`src/rtl/fb_rect_writer.sv`:
```
// fb_rect_writer: fills a clipped solid-colour rectangle into the 320x240 RGB444
// framebuffer RAM, one pixel per unstalled clock in row-major order.
module fb_rect_writer #(
    parameter int FB_W = 320,
    parameter int FB_H = 240
) (
    input  logic        clk,
    input  logic        rst,
    input  logic        start,
    input  logic [8:0]  x0,
    input  logic [7:0]  y0,
    input  logic [8:0]  w,
    input  logic [7:0]  h,
    input  logic [11:0] color,
    input  logic        stall,
    output logic        busy,
    output logic        done,
    output logic        wea,
    output logic [16:0] addra,
    output logic [11:0] dina
);
    typedef enum logic [1:0] {IDLE, SETUP, ROW, DONE} state_t;
    localparam logic [9:0]  X_MAX = 10'(FB_W);
    localparam logic [8:0]  Y_MAX = 9'(FB_H);
    localparam logic [16:0] PITCH = 17'(FB_W);
    state_t      state, state_nxt;
    logic [8:0]  x0_r, w_r, x, x_nxt;
    logic [7:0]  y0_r, h_r, y, y_nxt;
    logic [11:0] color_r, dina_nxt;
    logic [9:0]  x_sum, xe, xe_nxt;
    logic [8:0]  y_sum, ye, ye_nxt;
    logic [16:0] row_base, rb_nxt, addra_nxt;
    logic        busy_nxt, done_nxt, wea_nxt, empty;
    assign x_sum = {1'b0, x0_r} + {1'b0, w_r};
    assign y_sum = {1'b0, y0_r} + {1'b0, h_r};
    assign empty = (w_r == '0) || (h_r == '0) || ({1'b0, x0_r} >= X_MAX) || ({1'b0, y0_r} >= Y_MAX);
    always_comb begin
        state_nxt = state;
        x_nxt     = x;
        y_nxt     = y;
        rb_nxt    = row_base;
        xe_nxt    = xe;
        ye_nxt    = ye;
        busy_nxt  = busy;
        done_nxt  = 1'b0;
        wea_nxt   = 1'b0;
        addra_nxt = addra;
        dina_nxt  = dina;
        case (state)
            IDLE: begin
                busy_nxt  = start;
                state_nxt = start ? SETUP : IDLE;
            end
            SETUP: begin
                xe_nxt    = (x_sum > X_MAX) ? X_MAX : x_sum;
                ye_nxt    = (y_sum > Y_MAX) ? Y_MAX : y_sum;
                rb_nxt    = ({9'd0, y0_r} << 8) + ({9'd0, y0_r} << 6);
                x_nxt     = x0_r;
                y_nxt     = y0_r;
                state_nxt = empty ? DONE : ROW;
            end
            ROW: begin
                if (!stall) begin
                    wea_nxt   = 1'b1;
                    addra_nxt = row_base + {8'd0, x};
                    dina_nxt  = color_r;
                    if ({1'b0, x} + 10'd1 < xe) begin
                        x_nxt = x + 9'd1;
                    end else if ({1'b0, y} + 9'd1 < ye) begin
                        x_nxt  = x0_r;
                        y_nxt  = y + 8'd1;
                        rb_nxt = row_base + PITCH;
                    end else begin
                        state_nxt = DONE;
                    end
                end
            end
            default: begin
                done_nxt  = 1'b1;
                state_nxt = IDLE;
            end
        endcase
    end
    always_ff @(posedge clk or negedge rst) begin
        if (!rst) begin
            state    <= IDLE;
            busy     <= 1'b0;
            done     <= 1'b0;
            wea      <= 1'b0;
            addra    <= '0;
            dina     <= '0;
            x        <= '0;
            y        <= '0;
            row_base <= '0;
            xe       <= '0;
            ye       <= '0;
            x0_r     <= '0;
            y0_r     <= '0;
            w_r      <= '0;
            h_r      <= '0;
            color_r  <= '0;
        end else begin
            state    <= state_nxt;
            busy     <= busy_nxt;
            done     <= done_nxt;
            wea      <= wea_nxt;
            addra    <= addra_nxt;
            dina     <= dina_nxt;
            x        <= x_nxt;
            y        <= y_nxt;
            row_base <= rb_nxt;
            xe       <= xe_nxt;
            ye       <= ye_nxt;
            if (state == IDLE && start) begin
                x0_r    <= x0;
                y0_r    <= y0;
                w_r     <= w;
                h_r     <= h;
                color_r <= color;
            end
        end
    end
endmodule
```
`config.mk`:
```
export PLATFORM = sky130hd
export DESIGN_NAME = fb_rect_writer
export DESIGN_NICKNAME = d
export VERILOG_FILES = /design/src/rtl/fb_rect_writer.sv
export SDC_FILE = /design/constraint.sdc
export NUM_CORES = 1
export LEC_CHECK = 0
export ABC_AREA = 1
export CELL_PAD_IN_SITES_DETAIL_PLACEMENT = 0
export CELL_PAD_IN_SITES_GLOBAL_PLACEMENT = 1
export CORE_ASPECT_RATIO = 0.8
export CORE_MARGIN = 2
export CORE_UTILIZATION = 43
export DETAILED_ROUTE_END_ITERATION = 8
export HOLD_SLACK_MARGIN = 0.03
export PLACE_DENSITY = 0.93
export SYNTH_ARGS = -nofsm -noshare
export SYNTH_HDL_FRONTEND = slang
export SYNTH_SLANG_ARGS = --single-unit
```
`constraint.sdc`:
```
create_clock -name clk -period 2.8 [get_ports clk]
set_input_delay 0.28 -clock clk [delete_from_list [all_inputs] [get_ports clk]]
set_output_delay 0.28 -clock clk [all_outputs]
set_load 0.005 [all_outputs]
```
==> flow_summary.json, run 1 <==
{
  "outcome": "finished, final reports clean",
  "die_area_mm2": 0.0189,
  "area_delta_synth_final_pct": 23.3,
  "use_met3_pct": 5.50,
  "crit_required_ps": 3110,
  "antenna_found_initial": 0,
  "final_common_cell": "nand2_1",
  "drive_gt1_share_pct": 10.3,
  "synth-seq-cells": 127,
  "htreeDepth": 4,
  "end_kind": "flip-flop",
  "num_vias": 6587,
  "holdCritPathClass": "primary input to async pin",
  "insertion_delay_ps": 430,
  "synth_warnings": 0,
  "gp_congestion": 0.899,
  "cts_buffer_depth": 2,
  "fp-row-count": 43,
  "drt_wl_total_mm": 18.7,
  "finalMaxSlewViolations": 0,
  "maxCapViolCount": 0,
  "drc_errors": 0,
  "clkTransAtPathRegs_ps": 60,
  "start_util_pct": 44.0,
  "critPathMaxFanout": 14,
  "finalClockSkew_ps": 9.26,
  "io_buffers": 81,
  "synth_nets": 1076,
  "peakVddDrop_uv": 511,
  "setup-tns-final_ps": 0,
  "io_pins": 82,
  "cts-root-buf": "clkbuf_16",
  "num-nets-final": 1168,
  "die_h_um": 123,
  "crit_type": "flip-flop to flip-flop",
  "grt.total_usage_pct": 20.5,
  "ys.flop_type": "dfrtp_1",
  "finalSetupViolCount": 0,
  "worst_pin_slew_ps": 694,
  "grt_util_met1_pct": 29.4,
  "final_cell_mix": "nand2_1 (254), dfrtp_1 (124), inv_1 (115)",
  "final_hold_viol_count": 0,
  "grt_overflow": 0,
  "finalCriticalPeriod_ps": 2590,
  "postSynthCellCount": 971,
  "cts_tree": "done",
  "grt_max_degree": 58,
  "crit_path_start_kind": "flip-flop",
  "grtUsageMet2_pct": 30.9,
  "die_w_um": 153,
  "routedWlPerCell_um": 14.3,
  "critPathArrivalTime_ps": 2900,
  "syn_area_mm2": 0.00767,
  "dp_hpwl_mm": 13.4,
  "grt_pass1_wl_mm": 31.1,
  "core-area_mm2": 0.0174,
  "async_flop_share_pct": 100,
  "viasPerCell": 5.06,
  "synthDistinctLibCells": 49,
  "synth_enable_flop_cells": 0,
  "drt_iter0_markers": 500,
  "grt_pass1_vias": 6296,
  "grt_busiest_layer": "met2",
  "max_clock_freq_mhz": 386,
  "slew_headroom_pct": 53.7,
  "diodes": 0,
  "clock-sinks": 127,
  "powerDensity_mw_per_mm2": 1410,
  "cts_made_buffers": 17,
  "avgSynthCellArea_um2": 7.90,
  "dr.pass1.iters": 5,
  "period_share_pct": 92.5,
  "p_total_mw": 13.4,
  "final_antenna_net_count": 0,
  "seq_area_frac_synth_pct": 41.4,
  "p_leak_nw": 4.73
}
[state kept, by name, summed over array words and instances (netlist names)]
signal	count
addra	17
busy	1
color_r	12
dina	12
done	1
h_r	8
row_base	11
state	2
w_r	9
wea	1
x	9
x0_r	9
xe	10
y	8
y0_r	8
ye	9
[Yosys cell counts (4+ instances only)]
library cell,n,share of area (%)
o21ai_0,44,2.9
ha_1,52,8.5
inv_1,115,5.6
dfrtp_1,127,41
o211ai_1,4,0.39
xor2_1,12,1.4
mux2_2,23,3.4
a21oi_1,60,3.9
nand3_1,60,3.9
nand4_1,12,0.98
buf_2,7,0.46
nand2_1,256,13
nand3_2,6,0.78
nor2_2,6,0.49
a31oi_1,8,0.65
o21ai_1,12,0.78
nor3_1,4,0.26
clkbuf_1,13,0.64
xnor2_1,8,0.91
nor2_1,92,4.5
[logic make-up (layout without fill, tap and decap cells)]
| family | Yosys count | after routing | share of synthesized area, % |
|---|---|---|---|
| other cells | 1 | 1 | 0.0489 |
| flops | 127 | 127 | 41.4 |
| fa+ha+maj | 55 | 55 | 9.26 |
| xor+xnor | 21 | 21 | 2.49 |
| mux | 25 | 25 | 3.64 |
| simple gates | 456 | 457 | 25.5 |
| buf+inv | 144 | 248 | 7.56 |
| compound gates | 142 | 142 | 10.1 |
[area by class of cell]
type	instances	area, µm²
Fill cell	1602	7970
Multi-Input combinational cell	701	3990
Clock inverter	14	131
Sequential cell	127	3180
Inverter	118	444
Tap cell	225	282
Timing Repair Buffer	98	992
Clock buffer	18	439
[final timing paths]
kind / slack [ps] / cells after the start / startpoint / to
setup / recovery: 210 / 15 / y[0] / y[6]
hold / removal: 400 / 2 / rst / color_r[5]
setup reg to reg: 210 / 15 / y[0] / y[6]
hold reg to reg: 470 / 2 / color_r[1] / dina[1]
max in group asynchronous: 1560 / 3 / rst / y0_r[1]
min in group clk: 420 / 3 / x0[2] / x0_r[2]
[worst max-delay path: stages, from the launching register on]
cell and delay, ps:
dfrtp_1 430, ha_1 230, nand2_1 90, nor2_2 140
xor2_1 230, inv_1 70, ha_1 290, a21oi_1 120
o21ai_0 100, nand2_1 90, nand4_1 170, o21ai_4 180
buf_12 150, nand2_8 90, nand2_1 70, nand2_1 50
[routing by layer]
layer	vias up	share of wire [%]
met5	-	0
met3	21	5.8
met1	3020	49
met4	0	1.7
li1	3347	-
met2	199	43
[through the flow]
step / worst slack (ps) / cells / instance area [µm²] / utilization, % / hold slack, ps
2_1_floorplan: 530 / 971 / 7670 / - / -15.6
3_3_place_gp: 143 / 1261 / 8730 / 50.1 / 330
3_5_place_dp: 112 / 1261 / 8730 / 50.1 / 326
4_1_cts: 35.6 / 1294 / 9310 / 53.4 / 418
5_1_grt: -44.0 / 1301 / 9460 / 54.3 / 436
6_report: 210 / 1301 / 9460 / 54.3 / 404
[timing repair]
item,in CTS,in global routing
endpoints found under the hold margin,44,0
buffers inserted,0,6
hold buffers,1,0
resized for setup,0,15
setup endpoints to repair,0,30
[where the power goes]
part / switching (mW) / internal [mW]
Sequential: 0.765 / 2.73
Combinational: 4.55 / 3.19
Clock: 0.901 / 1.26
No activity file was read; power rests on OpenSTA's default activity.
==> run 2: changes to the inputs <==
--- a/config.mk
+++ b/config.mk
@@ -11,6 +11,7 @@
 export CORE_ASPECT_RATIO = 0.8
 export CORE_MARGIN = 2
 export CORE_UTILIZATION = 43
+export CTS_CLUSTER_SIZE = 10
 export DETAILED_ROUTE_END_ITERATION = 8
 export HOLD_SLACK_MARGIN = 0.03
 export PLACE_DENSITY = 0.93
==> results of run 2 <==
Final layout, timing and power as in run 1 (identical DEF).
==> run 3: changes to the inputs <==
--- a/config.mk
+++ b/config.mk
@@ -10,11 +10,11 @@
 export CELL_PAD_IN_SITES_GLOBAL_PLACEMENT = 1
 export CORE_ASPECT_RATIO = 0.8
 export CORE_MARGIN = 2
-export CORE_UTILIZATION = 43
+export CORE_UTILIZATION = 30
 export CTS_CLUSTER_SIZE = 10
 export DETAILED_ROUTE_END_ITERATION = 8
 export HOLD_SLACK_MARGIN = 0.03
-export PLACE_DENSITY = 0.93
+export PLACE_DENSITY_LB_ADDON = 0.1
 export SYNTH_ARGS = -nofsm -noshare
 export SYNTH_HDL_FRONTEND = slang
 export SYNTH_SLANG_ARGS = --single-unit
==> constraint.sdc (replaced) <==
create_clock -name clk -period 2.4 [get_ports clk]
set_input_delay 0.24 -clock clk [delete_from_list [all_inputs] [get_ports clk]]
set_output_delay 0.24 -clock clk [all_outputs]
set_load 0.005 [all_outputs]
==> run 3 against run 2 <==
Effect of this change:
- the flow now finishes with violations (negative setup slack)
- clock-buffer cell count unchanged
- routed wire length rose by 11%
- combinational power rose by 30%
- setup slack got worse by 320 ps
- non-clock buffer count grew 34
- maximum frequency up 3.0%
- cell area increased by 6.5%
- first-iteration DRC count shrank 29%
- critical path depth down 1
- via count decreased by 1.4%
- critical path type unchanged
- highest routed layer unchanged
==> flow_summary.json, run 3 (same netlist as run 1, synthesis figures left out) <==
{
  "io_pins": 82,
  "final_hold_viol_count": 0,
  "dpl_cell_area_mm2": 0.00914,
  "num_vias": 6495,
  "rsz0062_at_grt": "true",
  "drc_errors": 0,
  "cp_slowest_stage_delay_ps": 420,
  "io_buffers": 81,
  "routedWlPerCell_um": 14.5,
  "whs_ps": 316,
  "outcome": "complete, but fails checks",
  "finalMaxSlewViolations": 0,
  "cts_tree": "done",
  "fp-row-count": 52,
  "violations": "negative setup slack",
  "p_leak_nw": 4.98,
  "fin_ws_ps": -114,
  "dp_hpwl_mm": 15.1,
  "fin_area_mm2": 0.0101,
  "finalClockSkew_ps": 11.7,
  "final_cell_mix": "nand2_1 (233), dfrtp_1 (126), inv_1 (115)",
  "final_common_cell": "nand2_1",
  "finalNonFillerCells": 1433,
  "final_antenna_net_count": 0,
  "r2r-start": "x[0]",
  "die_area_mm2": 0.0269,
  "crit_required_ps": 2750,
  "htreeDepth": 4,
  "end_kind": "flip-flop",
  "start_util_pct": 30.4,
  "finalCriticalPeriod_ps": 2510,
  "slowest_stage": "dfrtp_1",
  "die_w_um": 183,
  "reg_top3": "addra (17), color_r (12), dina (12)",
  "grt_max_degree": 50,
  "max_clock_freq_mhz": 398,
  "powerDensity_mw_per_mm2": 1670,
  "largest_reg_flops": 17,
  "grt_pass1_wl_mm": 33.6,
  "drt_iter0_markers": 353,
  "cts_buffer_depth": 2,
  "cts_made_buffers": 17,
  "worst_pin_slew_ps": 649,
  "viasPerCell": 4.53,
  "path_cells": "nand3_2 -> nor2_1 -> nand4_1 -> xor2_2 -> ha_4 -> a21oi_2 -> o21a_2 -> nand3_4 -> nor2_4 -> nor2_4 -> nand2_4 -> clkbuf_16 -> nand2_2 -> o21ai_1",
  "drive_gt1_share_pct": 16.0,
  "grt.total_usage_pct": 16.0,
  "dr.pass1.iters": 4,
  "crit_top_cell": "nor2_4",
  "p_total_mw": 16.8,
  "grt_pass1_vias": 6337,
  "critPathMaxFanout": 6,
  "core-area_mm2": 0.0252,
  "crit_path_start_kind": "flip-flop",
  "antenna_found_initial": 0,
  "grt_overflow": 0,
  "num-nets-final": 1201,
  "gp_congestion": 0.759,
  "clkTransAtPathRegs_ps": 60,
  "holdCritPathClass": "primary input to async pin",
  "die_h_um": 147,
  "setup-tns-final_ps": -1930,
  "clock-sinks": 127,
  "regMostFlops": "addra",
  "diodes": 0,
  "slew_headroom_pct": 56.6,
  "drt_wl_total_mm": 20.8,
  "crit_path_start": "x[0]",
  "area_delta_synth_final_pct": 31.3,
  "finalSetupViolCount": 28,
  "peakVddDrop_uv": 608,
  "critPathArrivalTime_ps": 2860,
  "maxCapViolCount": 0,
  "place_inst": 1392,
  "crit_type": "flip-flop to flip-flop",
  "period_share_pct": 105,
  "cts-root-buf": "clkbuf_16",
  "insertion_delay_ps": 420
}
run 3: critical path: cells and delay by family, from the launching register on:
kind / cells / cell delay, ps
buf+inv: 1 / 180
fa+ha+maj: 1 / 270
xor+xnor: 1 / 320
simple gates: 8 / 890
compound gates: 3 / 360
flops: 1 / 420
run 3: path summary, 6_finish.rpt:
kind,slack (ps),cells after the start,endpoint
setup / recovery,-110,14,y[3]
hold / removal,320,2,addra[3]
setup reg to reg,-110,14,y[3]
max in group asynchronous,1410,3,ye[7]
hold reg to reg,470,2,dina[0]
min in group clk,390,3,x0_r[2]
run 3: layout make-up:
| class | count | area, µm² |
|---|---|---|
| multi-input combinational | 700 | 4130 |
| clock inverter | 14 | 166 |
| clock buffer | 18 | 439 |
| timing repair buffer | 132 | 1310 |
| sequential | 127 | 3180 |
| fill | 2586 | 15200 |
| tap | 324 | 405 |
| inverter | 118 | 448 |
run 3: stage by stage:
stage,setup WS [ps],util (%)
global placement,-50.0,36.2
floorplan,130,-
global route,-275,39.9
detailed placement,-84.9,36.2
finish,-114,39.9
CTS,-65.8,38.9
run 3: where the power goes:
group | internal, mW | total, mW | switching (mW)
Combinational | 4.35 | 10.1 | 5.71
Clock | 1.66 | 2.70 | 1.04
Sequential | 3.18 | 4.03 | 0.856
run 3: layer usage:
metal  track usage [%]  wire [µm]  vias up
li1                  -          -     3406
met1              24.3      11200     2955
met2              23.1       8490      125
met3              3.59        960        9
met4              3.72        134        0
met5                 0          0        -
run 3: repair_timing:
action | in CTS | in global routing
pin swaps | 2 | 7
setup endpoints to repair | 30 | 30
gates cloned | 1 | 3
hold endpoints to repair | 43 | 0
buffers inserted | 1 | 3
resized for setup | 15 | 47
hold buffers | 1 | 0
